**config.mk**
```make
export PLATFORM = sky130hd
export DESIGN_NAME = pp_cond_filter
export DESIGN_NICKNAME = d
export VERILOG_FILES = /design/src/rtl/pp_cond_filter.sv
export SDC_FILE = /design/constraint.sdc
export NUM_CORES = 1
export LEC_CHECK = 0
export CELL_PAD_IN_SITES_DETAIL_PLACEMENT = 0
export CELL_PAD_IN_SITES_GLOBAL_PLACEMENT = 1
export CORE_ASPECT_RATIO = 0.5
export CORE_UTILIZATION = 38
export DETAILED_ROUTE_END_ITERATION = 12
export PLACE_DENSITY_LB_ADDON = 0.25
export REMOVE_ABC_BUFFERS = 1
export SLEW_MARGIN = 10
export SYNTH_ARGS = -nofsm -noshare
export SYNTH_HDL_FRONTEND = slang
export SYNTH_SLANG_ARGS = --single-unit
```
**constraint.sdc**
```tcl
create_clock -name i_clk -period 4.7 [get_ports i_clk]
set_input_delay 0.47 -clock i_clk [delete_from_list [all_inputs] [get_ports i_clk]]
set_output_delay 0.47 -clock i_clk [all_outputs]
set_load 0.01 [all_outputs]
```
**src/rtl/pp_cond_filter.sv**
```systemverilog
// pp_cond_filter: streaming filter for SystemVerilog conditional compilation.
// Removes `ifdef/`ifndef/`else/`endif directive text from a byte stream. It
// forwards the remaining bytes only while the enclosing conditional region is
// active. Every other backtick sequence passes through untouched.
//
// Ports:
//   i_clk, i_arstn           clock, asynchronous active-low reset
//   i_in_valid/o_in_ready    input byte handshake, i_in_data source byte
//   o_out_valid/i_out_ready  output byte handshake, o_out_data filtered byte
//   i_defined                macro-defined table indexed by 8-bit name hash
//   o_depth                  current nesting depth
//   o_err                    sticky error: 1 overflow, 2 stray else/endif,
//                            3 double else or bad name
module pp_cond_filter #(
    parameter int MAXDEPTH = 8
) (
    input  logic         i_clk,
    input  logic         i_arstn,
    input  logic         i_in_valid,
    output logic         o_in_ready,
    input  logic [7:0]   i_in_data,
    output logic         o_out_valid,
    input  logic         i_out_ready,
    output logic [7:0]   o_out_data,
    input  logic [255:0] i_defined,
    output logic [3:0]   o_depth,
    output logic [1:0]   o_err
);
    typedef enum logic [2:0] {
        S_PASS, S_TICK, S_NAME_WS, S_NAME, S_FLUSH, S_ERR
    } state_t;

    localparam logic [3:0] MAXD = 4'(MAXDEPTH);

    function automatic logic is_alpha(input logic [7:0] b);
        return (b >= "a" && b <= "z") || (b >= "A" && b <= "Z") || (b == "_");
    endfunction

    function automatic logic is_ident(input logic [7:0] b);
        return is_alpha(b) || (b >= "0" && b <= "9");
    endfunction

    // Keyword ids: 0 ifdef, 1 ifndef, 2 else, 3 endif.
    function automatic logic [2:0] kw_len(input int id);
        case (id)
            0:       return 3'd5;
            1:       return 3'd6;
            2:       return 3'd4;
            default: return 3'd5;
        endcase
    endfunction

    function automatic logic [7:0] kw_char(input int id, input logic [2:0] pos);
        logic [47:0] s;
        case (id)
            0:       s = {"ifdef", 8'h00};
            1:       s = "ifndef";
            2:       s = {"else", 16'h0000};
            default: s = {"endif", 8'h00};
        endcase
        s = s << {pos, 3'b000};
        return s[47:40];
    endfunction

    state_t      state_q, state_d;
    logic [3:0]  depth_q, depth_d;
    logic [1:0]  err_q, err_d;
    // Per-level stack: parent active, branch taken, `else already seen.
    logic [15:0] par_q, par_d, taken_q, taken_d, else_q, else_d;
    logic [7:0]  kbuf_q [8];
    logic [7:0]  kbuf_d [8];
    logic [2:0]  cnt_q, cnt_d, rd_q, rd_d;
    logic [3:0]  kwm_q, kwm_d;      // keywords still matching the buffer
    logic        ndef_q, ndef_d;
    logic [7:0]  hash_q, hash_d;
    logic        out_valid_q, out_valid_d;
    logic [7:0]  out_data_q, out_data_d;

    logic        out_free, emit, in_rdy, cur_active, taken_new;
    logic [7:0]  emit_byte;
    logic [2:0]  k;
    logic [3:0]  ext, done;

    always_comb begin
        state_d     = state_q;
        depth_d     = depth_q;
        err_d       = err_q;
        par_d       = par_q;
        taken_d     = taken_q;
        else_d      = else_q;
        kbuf_d      = kbuf_q;
        cnt_d       = cnt_q;
        rd_d        = rd_q;
        kwm_d       = kwm_q;
        ndef_d      = ndef_q;
        hash_d      = hash_q;
        out_valid_d = out_valid_q;
        out_data_d  = out_data_q;
        emit        = 1'b0;
        emit_byte   = i_in_data;
        in_rdy      = 1'b0;
        out_free    = ~out_valid_q | i_out_ready;
        // At depth 0 the wrapped index selects junk, masked by the OR.
        cur_active  = (depth_q == 4'd0) |
                      (par_q[depth_q - 4'd1] &
                       (taken_q[depth_q - 4'd1] ^ else_q[depth_q - 4'd1]));
        taken_new   = ndef_q ? ~i_defined[hash_q] : i_defined[hash_q];
        k           = cnt_q - 3'd1;
        ext         = '0;
        done        = '0;
        for (int i = 0; i < 4; i++) begin
            ext[i]  = kwm_q[i] && (k < kw_len(i)) && (kw_char(i, k) == i_in_data);
            done[i] = kwm_q[i] && (k == kw_len(i));
        end

        case (state_q)
            S_PASS: begin
                in_rdy = out_free;
                if (i_in_valid && out_free) begin
                    if (i_in_data == 8'h60) begin
                        kbuf_d[0] = i_in_data;
                        cnt_d     = 3'd1;
                        kwm_d     = 4'hF;
                        state_d   = S_TICK;
                    end else begin
                        emit = cur_active;
                    end
                end
            end
            S_TICK: begin
                // Ready drops for bytes that end the keyword without being
                // consumed, so the handshake never claims a byte we keep.
                in_rdy = out_free;
                if (i_in_valid) begin
                    if (|ext) begin
                        if (out_free) begin
                            kbuf_d[cnt_q] = i_in_data;
                            cnt_d         = cnt_q + 3'd1;
                            kwm_d         = ext;
                        end
                    end else if ((done[0] | done[1]) && !is_ident(i_in_data)) begin
                        if (out_free) begin
                            ndef_d  = done[1];
                            state_d = S_NAME_WS;
                        end
                    end else if (done[2] && !is_ident(i_in_data)) begin
                        in_rdy = 1'b0;
                        if (depth_q == 4'd0) begin
                            err_d = 2'd2; state_d = S_ERR;
                        end else if (else_q[depth_q - 4'd1]) begin
                            err_d = 2'd3; state_d = S_ERR;
                        end else begin
                            else_d[depth_q - 4'd1] = 1'b1;
                            state_d = S_PASS;
                        end
                    end else if (done[3] && !is_ident(i_in_data)) begin
                        in_rdy = 1'b0;
                        if (depth_q == 4'd0) begin
                            err_d = 2'd2; state_d = S_ERR;
                        end else begin
                            depth_d = depth_q - 4'd1;
                            state_d = S_PASS;
                        end
                    end else begin
                        in_rdy  = 1'b0;
                        rd_d    = 3'd0;
                        state_d = S_FLUSH;
                    end
                end
            end
            S_NAME_WS: begin
                in_rdy = out_free;
                if (i_in_valid && out_free) begin
                    if (i_in_data == " " || i_in_data == 8'h09) begin
                        state_d = S_NAME_WS;
                    end else if (is_alpha(i_in_data)) begin
                        hash_d  = i_in_data;
                        state_d = S_NAME;
                    end else begin
                        err_d = 2'd3; state_d = S_ERR;
                    end
                end
            end
            S_NAME: begin
                in_rdy = out_free;
                if (i_in_valid) begin
                    if (is_ident(i_in_data)) begin
                        if (out_free) hash_d = {hash_q[6:0], hash_q[7]} ^ i_in_data;
                    end else begin
                        // Terminator stays on the input for PASS to handle.
                        in_rdy = 1'b0;
                        if (depth_q == MAXD) begin
                            err_d = 2'd1; state_d = S_ERR;
                        end else begin
                            par_d[depth_q]   = cur_active;
                            taken_d[depth_q] = taken_new;
                            else_d[depth_q]  = 1'b0;
                            depth_d          = depth_q + 4'd1;
                            state_d          = S_PASS;
                        end
                    end
                end
            end
            S_FLUSH: begin
                if (out_free) begin
                    emit      = cur_active;
                    emit_byte = kbuf_q[rd_q];
                    rd_d      = rd_q + 3'd1;
                    if (rd_q == cnt_q - 3'd1) state_d = S_PASS;
                end
            end
            S_ERR: in_rdy = 1'b1;
            default: state_d = S_ERR;
        endcase

        if (emit) begin
            out_valid_d = 1'b1;
            out_data_d  = emit_byte;
        end else if (i_out_ready) begin
            out_valid_d = 1'b0;
        end
    end

    always_ff @(posedge i_clk or negedge i_arstn) begin
        if (!i_arstn) begin
            state_q     <= S_PASS;
            depth_q     <= '0;
            err_q       <= '0;
            par_q       <= '0;
            taken_q     <= '0;
            else_q      <= '0;
            kbuf_q      <= '{default: 8'h00};
            cnt_q       <= '0;
            rd_q        <= '0;
            kwm_q       <= '0;
            ndef_q      <= 1'b0;
            hash_q      <= '0;
            out_valid_q <= 1'b0;
            out_data_q  <= '0;
        end else begin
            state_q     <= state_d;
            depth_q     <= depth_d;
            err_q       <= err_d;
            par_q       <= par_d;
            taken_q     <= taken_d;
            else_q      <= else_d;
            kbuf_q      <= kbuf_d;
            cnt_q       <= cnt_d;
            rd_q        <= rd_d;
            kwm_q       <= kwm_d;
            ndef_q      <= ndef_d;
            hash_q      <= hash_d;
            out_valid_q <= out_valid_d;
            out_data_q  <= out_data_d;
        end
    end

    assign o_in_ready  = i_arstn & in_rdy;
    assign o_out_valid = out_valid_q;
    assign o_out_data  = out_data_q;
    assign o_depth     = depth_q;
    assign o_err       = err_q;
endmodule

```
==> key figures, run 1 <==
Status
  • Status: completed

Synthesis
  • Top post-synthesis cells by area: sky130_fd_sc_hd__dfrtp_1 (36%), sky130_fd_sc_hd__mux4_2 (17%), sky130_fd_sc_hd__mux2_1 (5.7%)
  • Number of flops mapped to enable cells by yosys: 0
  • Area share of the largest cell type after synthesis: 36.0%
  • Area leader, netlist: sky130_fd_sc_hd__dfrtp_1
  • Portion of the post-synthesis area used by sequential elements: a little over a third
  • YS warnings: 0
  • Cell Area, Synth: 0.0104 mm2
  • Synthesis-stage register bit count: 149
  • Syn Area/Cell: between 10 and 15 um2
  • Synthesized instance count: 940
  • Library cells used by synthesis: just over 80
  • Post-synth ARST share: 100%
  • Most instantiated flip-flop cell in the synthesis netlist: sky130_fd_sc_hd__dfrtp_1

Hold path
  • Hold/Removal Path Class: input pin to async pin

Placed design
  • Total placed cells including tap cells: about 1.5k
  • Final RePlAce weighted congestion: approximately 0.9
  • Estimated wirelength of the detail-placed design: roughly 27 mm
  • Port buffer count: between 200 and 300

Timing
  • Endpoints failing setup: 0
  • Worst slew pin tran: 1.06 ns
  • Final critical-path required period: around 4.4 ns
  • Number of pins with negative max-slew slack in the final report: 0
  • Post-route setup TNS: 0 ns
  • Max Clock Freq: approximately 230 MHz
  • Worst max-slew margin expressed relative to the limit: 29.6%
  • Number of endpoints with negative hold slack in the final report: 0
  • Setup skew after layout: between 0.01 and 0.015 ns
  • Setup repair after global routing missed its margin: no
  • Period Utilization, post-route: 93.1%

Job
  • Max capacitance violation total: 0

Setup path
  • Cell chain of the critical path: inv_1 > ha_1 > xnor2_4 > nand4_1 > or4b_1 > o31ai_1 > a21oi_2 > nor2_2 > nor3_1 > o32ai_1 > clkdlybuf4s50_1
  • Data arrival time of the worst path: approximately 3.9 ns
  • Worst setup path class: register to primary output
  • Cell depth of the worst flop-to-flop path: 9
  • Cell depth of the worst setup path: 11
  • Crit path buf inv count: 2
  • Worst Setup End Kind: primary output
  • Cell family contributing the most delay on the critical path: simple AND/OR/NAND/NOR gates
  • Critical path's slowest cell: sky130_fd_sc_hd__clkdlybuf4s50_1
  • Max Fanout on Critical Path: 17
  • Required time of the worst setup path: between 4 and 5 ns
  • Startpoint type of the worst setup path: register
  • CP peak stage delay: between 0.6 and 0.7 ns

Route
  • Via density per instance: 5.64
  • Total number of vias: between 8k and 9k
  • Number of remaining DRC errors: 0
  • Average wire per standard cell: roughly 23 um
  • Drt first pass iters: 5
  • Wirelength, routed: approximately 35 mm
  • Number of antenna-violating nets in the routed design: 0
  • Initial detailed-routing violation count: a little under 600

Clock network
  • Number of buffers inserted by post-CTS setup repair: 0
  • Total number of H-tree levels: 4
  • CTS Root Cell: sky130_fd_sc_hd__clkbuf_16
  • CTS max path bufs: 2
  • Clock sink total: between 100 and 150
  • CTS clock-pin slew for the worst setup and hold paths: 0.06 ns
  • CTS buffer count: 17
  • Worst skew pair latency: between 0.4 and 0.5 ns
  • TritonCTS clock tree: yes

Global route
  • Vias in the first global route: between 9k and 10k
  • First-pass GRT wire length: between 50 and 60 mm
  • Grt ovf: 0
  • Total global routing track utilization: about a quarter
  • Number of antenna violations at the first check in global routing: 2
  • Maximum number of pins on one net before global-route repair: 80

Final layout
  • Antenna cell count: 0
  • Layout area overhead: 35.8%
  • Non-filler instance count after layout: 1550
  • Most frequent cells in the layout: sky130_fd_sc_hd__clkdlybuf4s50_1 (282), sky130_fd_sc_hd__dfrtp_1 (146), sky130_fd_sc_hd__nand2_1 (88)
  • Fraction of final layout cells with drive strength greater than 1: between 10% and 20%
  • Number of nets at the end of the flow: between 1k and 1.5k
  • Most frequent standard cell in the layout excluding fill and tap cells: sky130_fd_sc_hd__clkdlybuf4s50_1
  • Number of fill cells: 2335

Floorplanning
  • Initial standard-cell utilization of the core: about two fifths
  • Core Footprint: between 0.02 and 0.03 mm2
  • Die area: 0.0280 mm2
  • Floorplan row count: 42
  • Die H: between 100 and 150 um
  • Horizontal die dimension: between 200 and 250 um
  • I/O pin total: 284

Pwr
  • Leakage power total: 5.71 nW
  • Power density of the placed cells: around 400 mW/mm2
  • VDD IR-drop max: between 200 and 300 uV
stage by stage:
step                area [um2]  worst slack [ns]  hold slack [ns]  util, %  power, mW
CTS                      14100             0.108           0.0749     52.9       5.57
floorplan                 9990            -0.466            0.174        -       3.14
global placement         13500             0.618            0.361     50.6       4.09
detailed placement       13500             0.592            0.371     50.6       4.10
finish                   14100             0.325           0.0644     52.9       5.52
global route             14100            0.0661            0.113     52.9       5.83
sequential cells by signal (all words and copies together) (netlist names):
register     count
kbuf_q          64
else_q          16
par_q           16
taken_q         16
hash_q           8
o_out_data       8
kwm_q            4
o_depth          4
cnt_q            3
rd_q             3
state_q          3
o_err            2
ndef_q           1
o_out_valid      1
worst register-to-register path, delay by kind of cell (launching register included):
family,cells,cell delay [ns]
buffers and inverters,1,0.15
DFF,1,0.49
and+or+nand+nor,2,0.51
muxes,2,1.00
AOI/OAI and AO/OA,2,0.50
xor gates and xnor gates,1,0.19
adders and majority gates,1,0.75
worst paths after layout:
check	startpoint	to	slack, ns
min in group i_clk	par_q[8]	par_q[8]	0.38
worst min-delay path	i_arstn	o_out_data[5]	0.06
worst min register to register	par_q[8]	par_q[8]	0.38
max in group asynchronous	i_arstn	taken_q[1]	3.14
worst max register to register	o_depth[1]	o_out_data[3]	0.99
worst max-delay path	cnt_q[0]	o_in_ready	0.33
timing repair:
| action | in CTS | in global routing |
|---|---|---|
| endpoints found under the hold margin | 0 | 0 |
| resized for setup | 0 | 1 |
| hold buffers | 0 | 0 |
| setup endpoints to repair | 0 | 1 |
layer usage:
metal	global-route usage, %	share of wire (%)
met3	4.63	4.4
met1	33.3	44
met2	44.9	50
met4	4.58	0.88
met5	0	0.077
cells in the mapped netlist (3+ instances only):
cell type / number
sky130_fd_sc_hd__mux2i_1: 41
sky130_fd_sc_hd__xor2_1: 17
sky130_fd_sc_hd__or2_1: 5
sky130_fd_sc_hd__buf_1: 5
sky130_fd_sc_hd__a31oi_1: 8
sky130_fd_sc_hd__o22ai_1: 8
sky130_fd_sc_hd__a2111oi_0: 3
sky130_fd_sc_hd__a211oi_1: 5
sky130_fd_sc_hd__and4_1: 3
sky130_fd_sc_hd__buf_4: 5
sky130_fd_sc_hd__o211ai_1: 3
sky130_fd_sc_hd__o2111ai_1: 8
sky130_fd_sc_hd__o21ai_1: 23
sky130_fd_sc_hd__o21ai_0: 16
sky130_fd_sc_hd__buf_2: 18
sky130_fd_sc_hd__a22oi_1: 12
sky130_fd_sc_hd__nor4b_1: 4
sky130_fd_sc_hd__a21oi_1: 26
sky130_fd_sc_hd__nand2_1: 88
sky130_fd_sc_hd__mux4_2: 78
sky130_fd_sc_hd__nor4_1: 4
sky130_fd_sc_hd__o2111a_1: 3
sky130_fd_sc_hd__and2_1: 9
sky130_fd_sc_hd__nor2b_1: 18
sky130_fd_sc_hd__nand4_1: 9
sky130_fd_sc_hd__inv_1: 18
sky130_fd_sc_hd__or3_1: 7
sky130_fd_sc_hd__o31ai_1: 4
sky130_fd_sc_hd__mux2_1: 52
sky130_fd_sc_hd__nand3b_1: 3
sky130_fd_sc_hd__nor2_1: 51
sky130_fd_sc_hd__mux2_2: 39
sky130_fd_sc_hd__nand2b_1: 14
sky130_fd_sc_hd__dfrtp_1: 149
sky130_fd_sc_hd__buf_6: 4
sky130_fd_sc_hd__nor3_1: 22
sky130_fd_sc_hd__clkbuf_1: 48
sky130_fd_sc_hd__xnor2_1: 15
sky130_fd_sc_hd__and3_1: 5
sky130_fd_sc_hd__ha_1: 13
sky130_fd_sc_hd__o21a_1: 4
sky130_fd_sc_hd__nand3_1: 26
report_power, final:
group          internal (mW)  switching, mW
clock                  0.909          0.530
sequential              1.44          0.285
combinational           1.14           1.22
total                   3.48           2.04
layout make-up:
type                            count  area [um2]  area share [%]
Clock inverter                      9         151            1.08
Multi-Input combinational cell    692        6190            44.0
Timing Repair Buffer              308        3020            21.5
Sequential cell                   149        3730            26.5
Tap cell                          352         440            3.13
Clock buffer                       21         460            3.27
Inverter                           19        71.3           0.507
cells by family (layout without fill, tap and decap cells):
kind of cell | after synthesis | in the layout | share of synthesized area, %
multiplexers | 212 | 212 | 31.3
AO/OA/AOI/OAI | 146 | 146 | 9.49
XOR/XNOR | 34 | 34 | 3.13
flip-flops | 149 | 149 | 36.0
AND/OR/NAND/NOR | 287 | 287 | 14.2
adder cells (fa/ha/maj) | 13 | 13 | 1.57
buffers and inverters | 99 | 357 | 4.28
No activity file was read; power rests on OpenSTA's default activity.
==> run 2: changes to the inputs <==
- CORE_UTILIZATION: 38 -> 34
- SETUP_SLACK_MARGIN: not set -> 0.02
- SKIP_CTS_REPAIR_TIMING: not set -> 1
- clock period: 4.7 -> 3.84 ns (I/O delays scaled with it)
==> run 2 against run 1 <==
  * Power grew 25%
  * Die area grew 12%
  * Clock power is 19% higher
  * Hold slack gained 0.27 ns
  * Cell area grew 2.2%
  * Critical path type unchanged
  * Highest routed layer is now met4
==> key figures, run 2 (synthesis gave the netlist of run 1 again) <==
Floorplanning
  • Die H: 125 um (was 119 um)
  • Horizontal die dimension: 249 um (was 236 um)
  • Core Footprint: 0.0295 mm2 (was 0.0266 mm2)
  • Floorplan row count: 44 (was 42)
  • I/O pin total: 284 (unchanged)
  • Initial standard-cell utilization of the core: 35.2% (was 39.0%)
  • Die area: 0.0312 mm2 (was 0.0280 mm2)

Clock network
  • CTS max path bufs: 2 (unchanged)
  • Clock sink total: 149 (unchanged)
  • Total number of H-tree levels: 4 (unchanged)
  • TritonCTS clock tree: yes (unchanged)
  • CTS buffer count: 17 (unchanged)
  • Worst skew pair latency: 0.43 ns (about the same)
  • CTS clock-pin slew for the worst setup and hold paths: 0.07 ns (was 0.06 ns)
  • CTS Root Cell: sky130_fd_sc_hd__clkbuf_16 (unchanged)

Timing
  • Worst slew pin tran: 0.788 ns (was 1.06 ns)
  • Setup repair after global routing missed its margin: no (unchanged)
  • Final critical-path required period: between 3 and 4 ns
  • Number of endpoints with negative hold slack in the final report: 0 (unchanged)
  • Endpoints failing setup: 0 (unchanged)
  • Post-route setup TNS: 0 ns (unchanged)
  • Setup skew after layout: 0.0117 ns (was 0.0106 ns)
  • Max Clock Freq: about 300 MHz
  • Period Utilization, post-route: about 88%
  • Number of pins with negative max-slew slack in the final report: 0 (unchanged)
  • Final-layout worst hold slack: 0.330 ns (was 0.0644 ns)
  • Worst max-slew margin expressed relative to the limit: 47.4% (was 29.6%)

Setup path
  • Most used cell along the critical path: sky130_fd_sc_hd__nor3_1
  • Cell family contributing the most delay on the critical path: buffers and inverters (was simple AND/OR/NAND/NOR gates)
  • Worst Setup End Kind: primary output (unchanged)
  • Cell chain of the critical path: inv_1 > ha_4 > xor2_2 > buf_4 > nor3_1 > o221ai_2 > nand3_2 > a21oi_2 > nor2_2 > nor3_1 > o32ai_1 > dlymetal6s2s_1 (was inv_1 > ha_1 > xnor2_4 > nand4_1 > or4b_1 > o31ai_1 > a21oi_2 > nor2_2 > nor3_1 > o32ai_1 > clkdlybuf4s50_1)
  • Required time of the worst setup path: 3.46 ns (was 4.23 ns)
  • Worst setup path class: register to primary output (unchanged)
  • Data arrival time of the worst path: 2.98 ns (was 3.90 ns)
  • Max Fanout on Critical Path: 9 (was 17)
  • Crit path buf inv count: 3 (was 2)
  • CP peak stage delay: 0.47 ns (was 0.63 ns)
  • Critical path's slowest cell: sky130_fd_sc_hd__dfrtp_2 (was sky130_fd_sc_hd__clkdlybuf4s50_1)
  • Startpoint type of the worst setup path: register (unchanged)

Route
  • Via density per instance: 5.48 (was 5.64)
  • Initial detailed-routing violation count: 526 (was 582)
  • Number of antenna-violating nets in the routed design: 0 (unchanged)
  • Wirelength, routed: 35.7 mm (was 34.9 mm)
  • Total number of vias: 8857 (was 8735)
  • Number of remaining DRC errors: 0 (unchanged)
  • Drt first pass iters: 5 (unchanged)
  • Average wire per standard cell: 22.1 um (was 22.5 um)

Global route
  • Maximum number of pins on one net before global-route repair: 141 (was 80)
  • Total global routing track utilization: 23.3% (was 25.6%)
  • Vias in the first global route: 9413 (was 9307)
  • First-pass GRT wire length: 56.0 mm (was 55.2 mm)
  • Grt ovf: 0 (unchanged)
  • Number of antenna violations at the first check in global routing: 1 (was 2)

Pwr
  • VDD IR-drop max: 410 uV (was 283 uV)
  • Leakage power total: 5.86 nW (was 5.71 nW)
  • Power density of the placed cells: 479 mW/mm2 (was 392 mW/mm2)

Final layout
  • Number of fill cells: 2678 (was 2335)
  • Area of combinational cells with multiple inputs: 0.00623 mm2 (was 0.00619 mm2)
  • Register bank with the most flops: kbuf_q (unchanged)
  • Most frequent standard cell in the layout excluding fill and tap cells: sky130_fd_sc_hd__clkdlybuf4s50_1 (unchanged)
  • Post-route standard cell area excluding fillers: 0.0144 mm2 (was 0.0141 mm2)
  • Number of flip-flops under the largest register name: 64 (unchanged)
  • Non-filler instance count after layout: 1616 (was 1550)
  • Most frequent cells in the layout: sky130_fd_sc_hd__clkdlybuf4s50_1 (281), sky130_fd_sc_hd__dfrtp_1 (146), sky130_fd_sc_hd__nand2_1 (88) (was sky130_fd_sc_hd__clkdlybuf4s50_1 (282), sky130_fd_sc_hd__dfrtp_1 (146), sky130_fd_sc_hd__nand2_1 (88))
  • Layout area overhead: 38.8% (was 35.8%)
  • Area used by sequential logic in the layout: 0.00373 mm2 (unchanged)
  • Fraction of final layout cells with drive strength greater than 1: 18.5% (was 16.1%)
  • Number of nets at the end of the flow: 1492 (was 1468)
  • Utilization of the core after routing: 48.8% (was 52.9%)

Job
  • Max capacitance violation total: 0 (unchanged)

Status
  • Status: completed (unchanged)

Placed design
  • Final RePlAce weighted congestion: 0.890 (was 0.908)
  • Port buffer count: 283 (unchanged)
  • Total placed cells including tap cells: 1582 (was 1520)
  • Area after detailed placement: 0.0137 mm2 (was 0.0135 mm2)
  • Estimated wirelength of the detail-placed design: 27.5 mm (was 26.7 mm)

Hold path
  • Hold/Removal Path Class: input pin to async pin (unchanged)
-- run 2: changes by cell type in the layout (fill, tap and decap cells not counted), sizes merged --
cell           previous run  this run
buf                      26        49
bufinv                    4         2
clkbuf                   21        18
clkdlybuf4s50           282       281
clkinv                    3         5
diode                     0         1
dlygate4sd3               0         1
dlymetal6s2s              0         1
inv                      20        25
-- run 2: path summary, 6_finish.rpt --
check                          from         end  slack, ns  cells after the start
min reg2reg                par_q[8]    par_q[8]       0.37                      0
min in group i_clk         par_q[8]    par_q[8]       0.37                      0
max in group asynchronous   i_arstn   hash_q[0]       2.45                      3
max                        cnt_q[1]  o_in_ready       0.47                     12
min                         i_arstn    kwm_q[0]       0.33                      2
max reg2reg                cnt_q[1]   kbuf_q[4]       0.47                     10
-- run 2: layout make-up --
cell class | count | share of cell area, %
well taps | 391 | 3.40
inverters | 19 | 0.496
flip-flops and latches | 149 | 26.0
diodes | 1 | 0.0174
clock buffers | 18 | 3.05
clock inverters | 14 | 1.16
multi-input cells | 692 | 43.3
repair buffers | 332 | 22.6
-- run 2: routing by layer --
layer / up-vias / track usage [%] / routed length (um)
li1: 4080 / - / -
met1: 4470 / 30.1 / 15400
met2: 271 / 40.5 / 17800
met3: 36 / 4.77 / 1940
met4: 0 / 5.08 / 547
met5: - / 0 / 0
-- run 2: metrics by stage --
stage	total power, mW	setup WS, ns
final	6.88	0.471
after global placement	5.14	0.278
after global routing	7.28	0.282
after CTS	6.90	-0.157
after floorplan	3.84	-1.33
after detailed placement	5.16	0.183
-- run 2: power by group --
part,internal (mW),leakage (nW),switching [mW]
logic,1.52,3.58,1.67
clock network,0.994,0.297,0.722
registers,1.76,1.98,0.226
total,4.27,5.86,2.61
-- run 2: worst reg2reg max path, delay by kind of cell (launching register included) --
kind,cells,cell delay [ns]
buf+inv,1,0.20
mux,1,0.38
flops,1,0.47
xor+xnor,2,0.50
fa+ha+maj,1,0.21
simple gates,2,0.92
compound gates,3,0.57
==> run 3: changes to the inputs <==
- GPL_ROUTABILITY_DRIVEN: not set -> 0
- clock period: 3.84 -> 2.8 ns (I/O delays scaled with it)
==> run 3 against run 2 <==
  * The run now ends with negative setup slack left
  * Clock skew decreased by 0.00091 ns
  * Critical path depth unchanged
  * Hold slack got worse by 0.11 ns
  * Via count increased by 7.7%
  * Routed wire length increased by 7.0%
  * Largest cell class unchanged
==> key figures, run 3 (synthesis gave the netlist of run 1 again) <==
Status
  • Status: complete, but fails checks (was completed)
  • Failing checks: negative setup slack

Placed design
  • Area after detailed placement: 0.0146 mm2 (was 0.0137 mm2)
  • Estimated wirelength of the detail-placed design: 28.3 mm (was 27.5 mm)
  • Worst-case setup slack after placement: -0.481 ns (was 0.183 ns)
  • Port buffer count: 283 (unchanged)

Floorplanning
  • Core Footprint: 0.0295 mm2 (unchanged)
  • Floorplan row count: 44 (unchanged)
  • Horizontal die dimension: 249 um (unchanged)
  • Initial standard-cell utilization of the core: 35.2% (unchanged)
  • Die H: 125 um (unchanged)
  • I/O pin total: 284 (unchanged)
  • Die area: 0.0312 mm2 (unchanged)

Timing
  • Final-layout worst hold slack: 0.217 ns (was 0.330 ns)
  • Setup repair after global routing missed its margin: yes (was no)
  • Number of pins with negative max-slew slack in the final report: 0 (unchanged)
  • Number of endpoints with negative hold slack in the final report: 0 (unchanged)
  • Worst max-slew margin expressed relative to the limit: 47.5% (was 47.4%)
  • PnR worst setup slack: -0.230 ns (was 0.471 ns)
  • Period Utilization, post-route: 108%
  • Setup skew after layout: 0.0108 ns (was 0.0117 ns)
  • Max Clock Freq: about 330 MHz
  • Post-route setup TNS: -9.82 ns (was 0 ns)
  • Worst slew pin tran: 0.788 ns (about the same)
  • Final critical-path required period: roughly 3.0 ns
  • Endpoints failing setup: 85 (was 0)

Setup path
  • Worst setup path endpoint: o_in_ready (unchanged)
  • Cell depth of the worst flop-to-flop path: 14 (was 10)
  • Worst Setup End Kind: primary output (unchanged)
  • Startpoint of the most critical register-to-register path: cnt_q[0] (was cnt_q[1])
  • Capture point of the worst reg-to-reg path: kbuf_q[10] (was kbuf_q[4])
  • Worst setup path startpoint: cnt_q[0] (was cnt_q[1])
  • Max Fanout on Critical Path: 5 (was 9)
  • Startpoint type of the worst setup path: register (unchanged)
  • Worst setup path class: register to primary output (unchanged)
  • Data arrival time of the worst path: 2.75 ns (was 2.98 ns)
  • Required time of the worst setup path: 2.52 ns (was 3.46 ns)
  • Worst reg2reg setup slack: -0.21 ns (was 0.47 ns)

Final layout
  • Most frequent cells in the layout: sky130_fd_sc_hd__clkdlybuf4s50_1 (281), sky130_fd_sc_hd__buf_4 (152), sky130_fd_sc_hd__dfrtp_1 (146) (was sky130_fd_sc_hd__clkdlybuf4s50_1 (281), sky130_fd_sc_hd__dfrtp_1 (146), sky130_fd_sc_hd__nand2_1 (88))
  • Number of fill cells: 2445 (was 2678)
  • Number of flip-flops under the largest register name: 64 (unchanged)
  • Post-route standard cell area excluding fillers: 0.0165 mm2 (was 0.0144 mm2)
  • Fraction of final layout cells with drive strength greater than 1: 36.0% (was 18.5%)
  • Most frequent standard cell in the layout excluding fill and tap cells: sky130_fd_sc_hd__clkdlybuf4s50_1 (unchanged)
  • Area used by sequential logic in the layout: 0.00373 mm2 (unchanged)
  • Area of combinational cells with multiple inputs: 0.00694 mm2 (was 0.00623 mm2)
  • Register bank with the most flops: kbuf_q (unchanged)
  • Layout area overhead: 59.1% (was 38.8%)
  • Antenna cell count: 0 (was 1)
  • Number of nets at the end of the flow: 1642 (was 1492)

Global route
  • Maximum number of pins on one net before global-route repair: 141 (unchanged)
  • Grt ovf: 0 (unchanged)
  • Vias in the first global route: 9836 (was 9413)
  • First-pass GRT wire length: 56.5 mm (was 56.0 mm)
  • Number of antenna violations at the first check in global routing: 0 (was 1)
  • Total global routing track utilization: 23.4% (was 23.3%)

Route
  • Drt first pass iters: 5 (unchanged)
  • Average wire per standard cell: 21.6 um (was 22.1 um)
  • Number of remaining DRC errors: 0 (unchanged)
  • Via density per instance: 5.41 (was 5.48)
  • Number of antenna-violating nets in the routed design: 0 (unchanged)
  • Total number of vias: 9543 (was 8857)
  • Initial detailed-routing violation count: 580 (was 526)
  • Wirelength, routed: 38.2 mm (was 35.7 mm)

Pwr
  • Internal portion of total power: 6.86 mW (was 4.27 mW)
  • VDD IR-drop max: 564 uV (was 410 uV)
  • Total power after layout: 11.0 mW (was 6.88 mW)
  • Share of total power consumed by net switching: 37.6% (was 38.0%)
  • Part of the power in the clock network: 21.9% (was 24.9%)
  • Leakage power total: 6.87 nW (was 5.86 nW)
  • Power density of the placed cells: 666 mW/mm2 (was 479 mW/mm2)
  • Fraction of power consumed by sequential logic: 24.4% (was 28.9%)
  • Switching pwr: 4.13 mW (was 2.61 mW)
  • Relative contribution of combinational cells to total power: 53.7% (was 46.2%)

Clock network
  • CTS buffer count: 17 (unchanged)
  • TritonCTS clock tree: yes (unchanged)
  • Worst skew pair latency: 0.44 ns (was 0.43 ns)
  • Total number of H-tree levels: 4 (unchanged)
  • CTS Root Cell: sky130_fd_sc_hd__clkbuf_16 (unchanged)
  • CTS max path bufs: 2 (unchanged)
  • Clock sink total: 149 (unchanged)
  • CTS clock-pin slew for the worst setup and hold paths: 0.07 ns (about the same)

Job
  • Max capacitance violation total: 0 (unchanged)

Hold path
  • Hold/Removal Path Class: input pin to async pin (unchanged)
## run 3: cell type report
class | count | share of cell area [%]
clock buffers | 18 | 2.66
multi-input cells | 692 | 42.1
flip-flops and latches | 149 | 22.7
repair buffers | 482 | 28.1
clock inverters | 13 | 1.06
well taps | 391 | 2.97
inverters | 19 | 0.433
## run 3: worst min path at each step
stage                           to
after global placement    o_err[1]
after CTS                 kwm_q[1]
after global routing      kwm_q[1]
final                     kwm_q[1]
after floorplan           cnt_q[0]
after detailed placement  o_err[1]
## run 3: critical path, stage by stage, from the launching register on
cell,delay [ns]
sky130_fd_sc_hd__dfrtp_2,0.45
sky130_fd_sc_hd__inv_2,0.11
sky130_fd_sc_hd__ha_4,0.20
sky130_fd_sc_hd__xnor2_4,0.10
sky130_fd_sc_hd__buf_6,0.16
sky130_fd_sc_hd__o21a_1,0.18
sky130_fd_sc_hd__o221ai_2,0.27
sky130_fd_sc_hd__nand3_4,0.16
sky130_fd_sc_hd__a21oi_4,0.20
sky130_fd_sc_hd__nor2_2,0.07
sky130_fd_sc_hd__nor3_2,0.16
sky130_fd_sc_hd__o32ai_2,0.10
sky130_fd_sc_hd__buf_2,0.15
## run 3: power groups by stage
stage / combinational (mW) / clock [mW] / sequential, mW
global route: 6.29 / 2.55 / 2.71
detailed placement: 4.89 / 0 / 2.67
finish: 5.89 / 2.41 / 2.68
CTS: 4.92 / 2.45 / 2.64
floorplan: 2.31 / 0 / 2.96
global placement: 4.85 / 0 / 2.66
## run 3: stage by stage
stage	instances	util (%)
global route	1764	56.0
floorplan	860	-
global placement	1697	49.7
detailed placement	1697	49.7
CTS	1728	51.8
finish	1764	56.0
## run 3: per-layer routing
metal	global-route usage, %	part of all wire, %
met5	0	0
met2	41.0	50
met4	5.30	1.6
met1	29.6	43
met3	4.93	5.9
